### src/rtl/sync_fifo_flags_if.sv
`default_nettype none
// ============================================================================
// Module      : sync_fifo_flags_if
// Description : Bundles the write, read, status and error-control signals of
//               the single-clock flagged FIFO.
//               master modport : the user side of the FIFO. It drives the
//                                requests and observes data and status.
//               slave modport  : the FIFO itself.
//               Signals
//                 winc, wdata          write request and write data
//                 rinc                 read request / pop
//                 rdata, rvalid        read data and its valid qualifier
//                 wfull, rempty        occupancy extremes
//                 walmost_full         count >= almost-full threshold
//                 ralmost_empty        count <= almost-empty threshold
//                 count                occupancy, 0..2^ADDRSIZE
//                 overflow, underflow  sticky error flags
//                 clr_err              clears the sticky error flags
// Revision    : 1.0 - initial release
// ============================================================================
interface sync_fifo_flags_if #(
   parameter int DATASIZE = 8,
   parameter int ADDRSIZE = 4
);
   logic                winc;
   logic [DATASIZE-1:0] wdata;
   logic                rinc;
   logic [DATASIZE-1:0] rdata;
   logic                rvalid;
   logic                wfull;
   logic                rempty;
   logic                walmost_full;
   logic                ralmost_empty;
   logic [ADDRSIZE:0]   count;
   logic                overflow;
   logic                underflow;
   logic                clr_err;

   modport master (
      output winc, wdata, rinc, clr_err,
      input  rdata, rvalid, wfull, rempty, walmost_full, ralmost_empty,
             count, overflow, underflow
   );

   modport slave (
      input  winc, wdata, rinc, clr_err,
      output rdata, rvalid, wfull, rempty, walmost_full, ralmost_empty,
             count, overflow, underflow
   );
endinterface
`default_nettype wire

### src/rtl/sync_fifo_flags.sv
`default_nettype none
// ============================================================================
// Module      : sync_fifo_flags
// Description : Single-clock FIFO of 2^ADDRSIZE words of DATASIZE bits. It
//               provides a fill-level count, programmable almost-full and
//               almost-empty flags, sticky overflow and underflow flags, and
//               a choice of registered read or first-word-fall-through.
//               Ports
//                 clk  : clock. All state changes on its rising edge.
//                 rst  : asynchronous active-high reset. It clears the
//                        pointers, error flags and read outputs.
//                 bus  : sync_fifo_flags_if.slave
//                        (winc/wdata, rinc/rdata/rvalid, wfull, rempty,
//                         walmost_full, ralmost_empty, count, overflow,
//                         underflow, clr_err)
//               Parameters
//                 DATASIZE   : word width
//                 ADDRSIZE   : address width. The depth is 2^ADDRSIZE.
//                 FWFT       : 0 = registered read, 1 = fall-through
//                 AFULL_LVL  : walmost_full when count >= AFULL_LVL (1..DEPTH)
//                 AEMPTY_LVL : ralmost_empty when count <= AEMPTY_LVL
//                              (0..DEPTH-1)
// Revision    : 1.0 - initial release
// ============================================================================
module sync_fifo_flags #(
   parameter int DATASIZE   = 8,
   parameter int ADDRSIZE   = 4,
   parameter int FWFT       = 0,
   parameter int AFULL_LVL  = 14,
   parameter int AEMPTY_LVL = 2
) (
   input  wire logic         clk,
   input  wire logic         rst,
   sync_fifo_flags_if.slave  bus
);

   localparam int                c_depth      = 1 << ADDRSIZE;
   localparam logic [ADDRSIZE:0] c_afull_lvl  = (ADDRSIZE+1)'(AFULL_LVL);
   localparam logic [ADDRSIZE:0] c_aempty_lvl = (ADDRSIZE+1)'(AEMPTY_LVL);
   localparam logic [ADDRSIZE:0] c_ptr_one    = (ADDRSIZE+1)'(1);

   // ------------------------------------------------------------------------
   // Storage and pointers
   // ------------------------------------------------------------------------
   // The memory array is deliberately left out of reset. The pointers alone
   // define what is valid, so discarding contents only needs the pointers.
   logic [DATASIZE-1:0] r_mem [c_depth];

   // The pointers carry one extra bit beyond the address. That bit tells a
   // full FIFO (same address, different wrap parity) from an empty one
   // (identical pointers).
   logic [ADDRSIZE:0]   r_wptr;
   logic [ADDRSIZE:0]   r_rptr;

   logic                r_overflow;
   logic                r_underflow;

   logic [ADDRSIZE-1:0] w_waddr;
   logic [ADDRSIZE-1:0] w_raddr;
   logic [ADDRSIZE:0]   w_count;
   logic                w_empty;
   logic                w_full;
   logic                w_wr_en;
   logic                w_rd_en;
   logic                w_wr_err;
   logic                w_rd_err;

   assign w_waddr = r_wptr[ADDRSIZE-1:0];
   assign w_raddr = r_rptr[ADDRSIZE-1:0];

   // ------------------------------------------------------------------------
   // Status. All of it is decoded from the registered pointers, so an
   // accepted operation shows up in the cycle after its clock edge.
   // ------------------------------------------------------------------------
   assign w_empty = (r_wptr == r_rptr);
   assign w_full  = (r_wptr[ADDRSIZE] != r_rptr[ADDRSIZE]) &&
                    (w_waddr == w_raddr);

   // Modular subtraction gives the occupancy directly, including across the
   // natural wrap of either pointer.
   assign w_count = r_wptr - r_rptr;

   // Requests are qualified against the flags as they stood before the edge.
   // A simultaneous read and write on a full FIFO therefore still rejects
   // the write, and on an empty FIFO it still rejects the read.
   assign w_wr_en  = bus.winc && !w_full;
   assign w_rd_en  = bus.rinc && !w_empty;
   assign w_wr_err = bus.winc &&  w_full;
   assign w_rd_err = bus.rinc &&  w_empty;

   assign bus.count         = w_count;
   assign bus.rempty        = w_empty;
   assign bus.wfull         = w_full;
   assign bus.walmost_full  = (w_count >= c_afull_lvl);
   assign bus.ralmost_empty = (w_count <= c_aempty_lvl);
   assign bus.overflow      = r_overflow;
   assign bus.underflow     = r_underflow;

   // ------------------------------------------------------------------------
   // Memory write port
   // ------------------------------------------------------------------------
   always_ff @(posedge clk) begin
      if (w_wr_en) begin
         r_mem[w_waddr] <= bus.wdata;
      end
   end

   // ------------------------------------------------------------------------
   // Pointer update
   // ------------------------------------------------------------------------
   always_ff @(posedge clk or posedge rst) begin
      if (rst) begin
         r_wptr <= '0;
         r_rptr <= '0;
      end else begin
         if (w_wr_en) begin
            r_wptr <= r_wptr + c_ptr_one;
         end
         if (w_rd_en) begin
            r_rptr <= r_rptr + c_ptr_one;
         end
      end
   end

   // ------------------------------------------------------------------------
   // Sticky error flags. If a new error arrives in the same cycle as clr_err,
   // the set takes priority, so that the error is not lost.
   // ------------------------------------------------------------------------
   always_ff @(posedge clk or posedge rst) begin
      if (rst) begin
         r_overflow  <= 1'b0;
         r_underflow <= 1'b0;
      end else begin
         if (w_wr_err) begin
            r_overflow <= 1'b1;
         end else if (bus.clr_err) begin
            r_overflow <= 1'b0;
         end

         if (w_rd_err) begin
            r_underflow <= 1'b1;
         end else if (bus.clr_err) begin
            r_underflow <= 1'b0;
         end
      end
   end

   // ------------------------------------------------------------------------
   // Read port
   // ------------------------------------------------------------------------
   generate
      if (FWFT != 0) begin : g_fwft
         // The head word is always presented. The output is forced to zero
         // while empty, so that it never shows uninitialised memory and it
         // reads as zero during reset.
         assign bus.rdata  = w_empty ? '0 : r_mem[w_raddr];
         assign bus.rvalid = !w_empty;
      end else begin : g_reg_read
         logic [DATASIZE-1:0] r_rdata;
         logic                r_rvalid;

         // rvalid is a one-cycle strobe per accepted read. rdata holds its
         // last value between reads.
         always_ff @(posedge clk or posedge rst) begin
            if (rst) begin
               r_rdata  <= '0;
               r_rvalid <= 1'b0;
            end else begin
               r_rvalid <= w_rd_en;
               if (w_rd_en) begin
                  r_rdata <= r_mem[w_raddr];
               end
            end
         end

         assign bus.rdata  = r_rdata;
         assign bus.rvalid = r_rvalid;
      end
   endgenerate

endmodule
`default_nettype wire

### src/flat_wrapper.sv
// flat-port wrapper written by rule: the top's interface ports become plain ports
module sync_fifo_flags_flat 
#(
   parameter int DATASIZE   = 8,
   parameter int ADDRSIZE   = 4,
   parameter int FWFT       = 0,
   parameter int AFULL_LVL  = 14,
   parameter int AEMPTY_LVL = 2
)
  (clk, rst, bus_winc, bus_wdata, bus_rinc, bus_clr_err, bus_rdata, bus_rvalid, bus_wfull, bus_rempty, bus_walmost_full, bus_ralmost_empty, bus_count, bus_overflow, bus_underflow);
  sync_fifo_flags_if #(.DATASIZE(DATASIZE), .ADDRSIZE(ADDRSIZE)) bus_i ();
  input  wire logic clk;
  input  wire logic rst;
  input wire logic [$bits(bus_i.winc)-1:0] bus_winc;
  input wire logic [$bits(bus_i.wdata)-1:0] bus_wdata;
  input wire logic [$bits(bus_i.rinc)-1:0] bus_rinc;
  input wire logic [$bits(bus_i.clr_err)-1:0] bus_clr_err;
  output wire logic [$bits(bus_i.rdata)-1:0] bus_rdata;
  output wire logic [$bits(bus_i.rvalid)-1:0] bus_rvalid;
  output wire logic [$bits(bus_i.wfull)-1:0] bus_wfull;
  output wire logic [$bits(bus_i.rempty)-1:0] bus_rempty;
  output wire logic [$bits(bus_i.walmost_full)-1:0] bus_walmost_full;
  output wire logic [$bits(bus_i.ralmost_empty)-1:0] bus_ralmost_empty;
  output wire logic [$bits(bus_i.count)-1:0] bus_count;
  output wire logic [$bits(bus_i.overflow)-1:0] bus_overflow;
  output wire logic [$bits(bus_i.underflow)-1:0] bus_underflow;
  assign bus_i.winc = bus_winc;
  assign bus_i.wdata = bus_wdata;
  assign bus_i.rinc = bus_rinc;
  assign bus_i.clr_err = bus_clr_err;
  assign bus_rdata = bus_i.rdata;
  assign bus_rvalid = bus_i.rvalid;
  assign bus_wfull = bus_i.wfull;
  assign bus_rempty = bus_i.rempty;
  assign bus_walmost_full = bus_i.walmost_full;
  assign bus_ralmost_empty = bus_i.ralmost_empty;
  assign bus_count = bus_i.count;
  assign bus_overflow = bus_i.overflow;
  assign bus_underflow = bus_i.underflow;
  sync_fifo_flags #(.DATASIZE(DATASIZE), .ADDRSIZE(ADDRSIZE), .FWFT(FWFT), .AFULL_LVL(AFULL_LVL), .AEMPTY_LVL(AEMPTY_LVL)) u_core (.clk(clk), .rst(rst), .bus(bus_i));
endmodule
### config.mk
export PLATFORM = sky130hd
export DESIGN_NAME = sync_fifo_flags_flat
export DESIGN_NICKNAME = d
export VERILOG_FILES = /design/src/rtl/sync_fifo_flags_if.sv /design/src/rtl/sync_fifo_flags.sv /design/src/flat_wrapper.sv
export SDC_FILE = /design/constraint.sdc
export NUM_CORES = 1
export LEC_CHECK = 0
export ABC_CLOCK_PERIOD_IN_PS = 6900
export BUFFER_PORTS_ARGS = -buffer_cell sky130_fd_sc_hd__buf_2
export CORE_UTILIZATION = 35
export DETAILED_ROUTE_END_ITERATION = 8
export PLACE_DENSITY = 0.5
export RECOVER_POWER = 25
export SLEW_MARGIN = 20
export SYNTH_ARGS = -nofsm -noshare
export SYNTH_HDL_FRONTEND = slang
export SYNTH_SLANG_ARGS = --single-unit
### constraint.sdc
create_clock -name clk -period 6.9 [get_ports clk]
set_input_delay 1.035 -clock clk [delete_from_list [all_inputs] [get_ports clk]]
set_output_delay 1.035 -clock clk [all_outputs]
set_load 0.03 [all_outputs]
# Word level (Yosys, flattened, before mapping)
# Memories as Yosys holds them, arrays and structs flattened. A register that Yosys moved wholly into a read port is not among the register bits.
# Cells that the tools add are included.
# totals
reg_bits	13
ramBits	128
output_inout_bits	20
n_memories	1
# memory_table
memory	words	width	rd	rd_ports_with_merged_regs	write_ports	line_no	rtl
u_core.r_mem	16	8	1	1	1	sync_fifo_flags.sv:47	logic [DATASIZE-1:0] r_mem [c_depth];
# op_classes
addsub	3
n_lt_le_gt_ge	2
n_eq_ne	3
n_mux	5
reduce_logical	9
# op_table
op	n
adder 5 x 1 -> 5 bit, second input constant	2
equality test 5 bit	1
greater-or-equal comparator 5 x 4 -> 1 bit, second input constant	1
less-or-equal comparator 5 x 2 -> 1 bit, second input constant	1
logical AND 1 bit	5
two-way mux 1 bit	5
subtractor 5 bit	1
equality test 4 bit	1
nonzero test 2 bit	2
zero test 1 bit	2
inequality test 1 bit	1

# Depth between registers and ports, before layout
# logic_depth
ltp_word	6
mapped_depth	10
ltp_nobuf	8

# Worst setup path before layout
# No wires, ideal clock.
# synth_timing
path_type	flip-flop to output port
start	register u_core.r_rptr[1]
end	output bus_ralmost_empty
t_arrival_ns	2.697
t_required_ns	5.865
setup_slack_ns	3.168
stages_incl_launch_ff	10
cell_sequence	dfrtp_1 -> buf_6 -> buf_12 -> buf_8 -> inv_2 -> fa_1 -> a21o_1 -> a21oi_1 -> xnor2_1 -> a211oi_1
# synth_via
elab_chain_cells	2
# synth_rtl
item	line_no	rtl
start: declaration	sync_fifo_flags.sv:53	logic [ADDRSIZE:0] r_rptr;
start signal: assignment	sync_fifo_flags.sv:120	r_rptr <= r_rptr + c_ptr_one;
subtractor 5 bit	sync_fifo_flags.sv:81	assign w_count = r_wptr - r_rptr;
via bus_count[4]	flat_wrapper.sv:24	output wire logic [$bits(bus_i.count)-1:0] bus_count;
less-or-equal comparator 5 x 2 -> 1 bit	sync_fifo_flags.sv:95	assign bus.ralmost_empty = (w_count <= c_aempty_lvl);
end: declaration	flat_wrapper.sv:23	output wire logic [$bits(bus_i.ralmost_empty)-1:0] bus_ralmost_empty;
# The timed path passes the listed nets, and every way through them passes these cells.

# Worst setup path in the final report
# layout_timing
start	register u_core.r_rptr[1]
end	output bus_ralmost_empty
# layout_via
elab_chain_cells	2
# layout_rtl
item	line_no
subtractor 5 bit	sync_fifo_flags.sv:81
less-or-equal comparator 5 x 2 -> 1 bit	sync_fifo_flags.sv:95
# No other way between the ends.

==> run metrics <==
grt ovf 0; total CTS buffers 17; Synth Area in Simple Gates 4.616%; worst vdd ir between 0.5 and 0.6 mV; synth unique cells 41; Pins Over Slew Limit 0; core area 16820 µm²; routed length per instance 20.05 µm; Slew headroom between 40% and 50%; Final Instance Count excl. Fillers 638; IO Count 33; # diodes 0; Power per Cell Area 463.4 nW/µm²; first-pass GRT wire length approximately 20000 µm; dominant synthesized flop cell edfxtp_1; EDFF count, synth 128; root buf cell clkbuf_16; routability cong. 0.7111; type of the most critical hold path reg -> reg; Synth Area in Compound Gates under 10%; leakage 0.002460 µW; CP startpoint kind flip-flop; setup violators final 0; H-tree levels 4; filler cell count 1568; number of nets in the layout approximately 430; clk slew on worst S/H paths about 0.060 ns; crit-path leading delay family buffers and inverters; WS Path Type reg -> out; Synth top area share 63.03%; crit share post-route a little over half; vias in the first global route 3251; die height about 130 µm; xor and xnor fraction of the mapped netlist area under 10%; max incr delay on CP approximately 0.43 ns; mux contribution to synthesized area 10.83%; Via density 4.994; Cell Area, Synth 6098 µm²; Core Rows 47; Resized Gates After CTS 0; via count 3186; Seq/Total Area, Yosys 71.65%; Area Overhead vs Synth 13.79%; sum of buffers and inverters on the critical path 3; Commonest cells post-synth edfxtp_1 (128), mux2i_1 (48), nor2_1 (29); setup TNS 0 ns; dominant combinational cell family by area after synthesis multiplexers; FMAX 0.2641 GHz; hpwl dp 8265 µm; Gate Count Post-Synth 370; antenna violations before repair 0; Die ar. 17960 µm²; layout cells sized above 1 17.22%; Final Cell Area 6939 µm²; Final Util 41.26%; Post-Syn Nets 393; Async S/R FF share, synth 14.09%; top-count cell post-synth edfxtp_1; post-placement cell count about 600; First DRT Iteration DRCs 141; Worst Skew 0.006329 ns; GRT Util Overall about 16%; Die W 134 µm; placed cell area 6406 µm²; CTS tree built; Total Wirelength 12790 µm; largest net degree at the start of global routing 33; synth top area cells edfxtp_1 (63%), dfrtp_1 (8.6%), mux2i_1 (7.9%); clk_lat worst skew 0.42 ns; cts hold-fix bufs 0; number of port buffers 32; count of warnings emitted by yosys 0; CTS sink cnt about 150; result of the run complete, no violations; post-route ant nets 0; unrepaired setup endpoints after global routing false; post-synthesis adder-cell area fraction 2.175%; Final Hold Viols 0; Post-Syn Area per Cell 16.48 µm²; clock tree buffer depth 2; Worst EP required between 5 and 6 ns; DRC 0; crit end category output port; minimum clock period 3.787 ns; postcts setup bufs 0; Crit-path slowest cell buf_4; measured slew at the worst slew-check pin 0.8866 ns; worst-path cell chain buf_4 -> inv_2 -> ha_1 -> nor2b_1 -> o21a_1 -> or3_1 -> a211oi_1 -> buf_2; #FFs+latches synth approximately 150; cell taking the most area after synthesis edfxtp_1; Worst Path Arrival ~2.8 ns; crit path max fanout 30; max-cap violations 0; first-pass detailed-route iteration total 4; initial core utilization between 30% and 40%
## routing by layer
metal,vias to the layer above,global-route usage (%),share of wire (%)
met5,-,0,0
met4,0,7.197,1.6
met3,15,2.986,4.3
met2,87,22.94,46
met1,1588,22.49,48
li1,1496,-,-
## cells in the final DEF, fill, tap and decap left out, drive strengths merged, types with 3 or more instances in the layout
cell type	n
edfxtp	128
mux2i	48
clkbuf	32
nor2	29
buf	29
dfrtp	21
o22ai	16
o21ai	13
inv	11
nand2	10
xnor2	9
ha	9
mux4	8
a221oi	8
a31oi	8
clkinv	6
nand4	4
nor3	4
xor2	3
## path summary, 6_finish.rpt
kind,from,to,slack (ns),cells after the start
max in group asynchronous,rst,u_core.bus.rdata[7],5.55,2
worst max register to register,u_core.r_rptr[1],u_core.r_mem[10][6],3.76,7
worst min-delay path,u_core.bus.overflow,u_core.bus.overflow,0.51,2
worst min register to register,u_core.bus.overflow,u_core.bus.overflow,0.51,2
min in group asynchronous,rst,u_core.bus.overflow,0.80,2
worst max-delay path,u_core.r_rptr[1],bus_ralmost_empty,3.11,8
## sequential cells by signal (all words and copies together), names as in the netlist
signal and flops:
u_core.r_mem 128, u_core.bus.rdata 8, u_core.bus.underflow 1, u_core.bus.rvalid 1, u_core.bus.overflow 1, u_core.r_wptr 5
u_core.r_rptr 5
## cells by family (layout without fill, tap and decap cells)
kind of cell             count (synthesis)  after routing
buffers and inverters                   30             78
flip-flops                             149            149
multiplexers                            56             56
AO/OA/AOI/OAI                           53             53
XOR/XNOR                                12             12
AND/OR/NAND/NOR                         60             60
adder cells (fa/ha/maj)                 10             10
## layout make-up
cell class	instances	area (µm²)	area share [%]
flip-flops and latches	149	4369	62.96
multi-input cells	191	1560	22.48
clock buffers	26	489.2	7.050
well taps	220	275.3	3.967
repair buffers	35	175.2	2.524
inverters	11	41.29	0.5950
clock inverters	6	28.78	0.4147
## tightest hold or removal path: cells and delay by family, from the launching register on
kind,cells,cell delay [ns]
DFF,1,0.37
buffers and inverters,1,0.05
AOI/OAI and AO/OA,1,0.05
## report_power, final
group          switching, µW  internal [µW]  leakage (µW)  total [µW]
logic                    766            420      0.000797        1190
registers               95.9           1120       0.00140        1210
clock network            332            484      0.000259         815
total                   1190           2020       0.00246        3220
## per-stage QoR
step	power, µW	hold WS (ns)	setup slack [ns]
2_1_floorplan	2144	0.5012	3.168
3_3_place_gp	2413	0.4956	3.527
4_1_cts	3242	0.5173	3.043
5_1_grt	3389	0.5470	2.934
3_5_place_dp	2425	0.5064	3.491
6_report	3215	0.5131	3.113
Note: power is estimated with default switching activity, not from simulation.
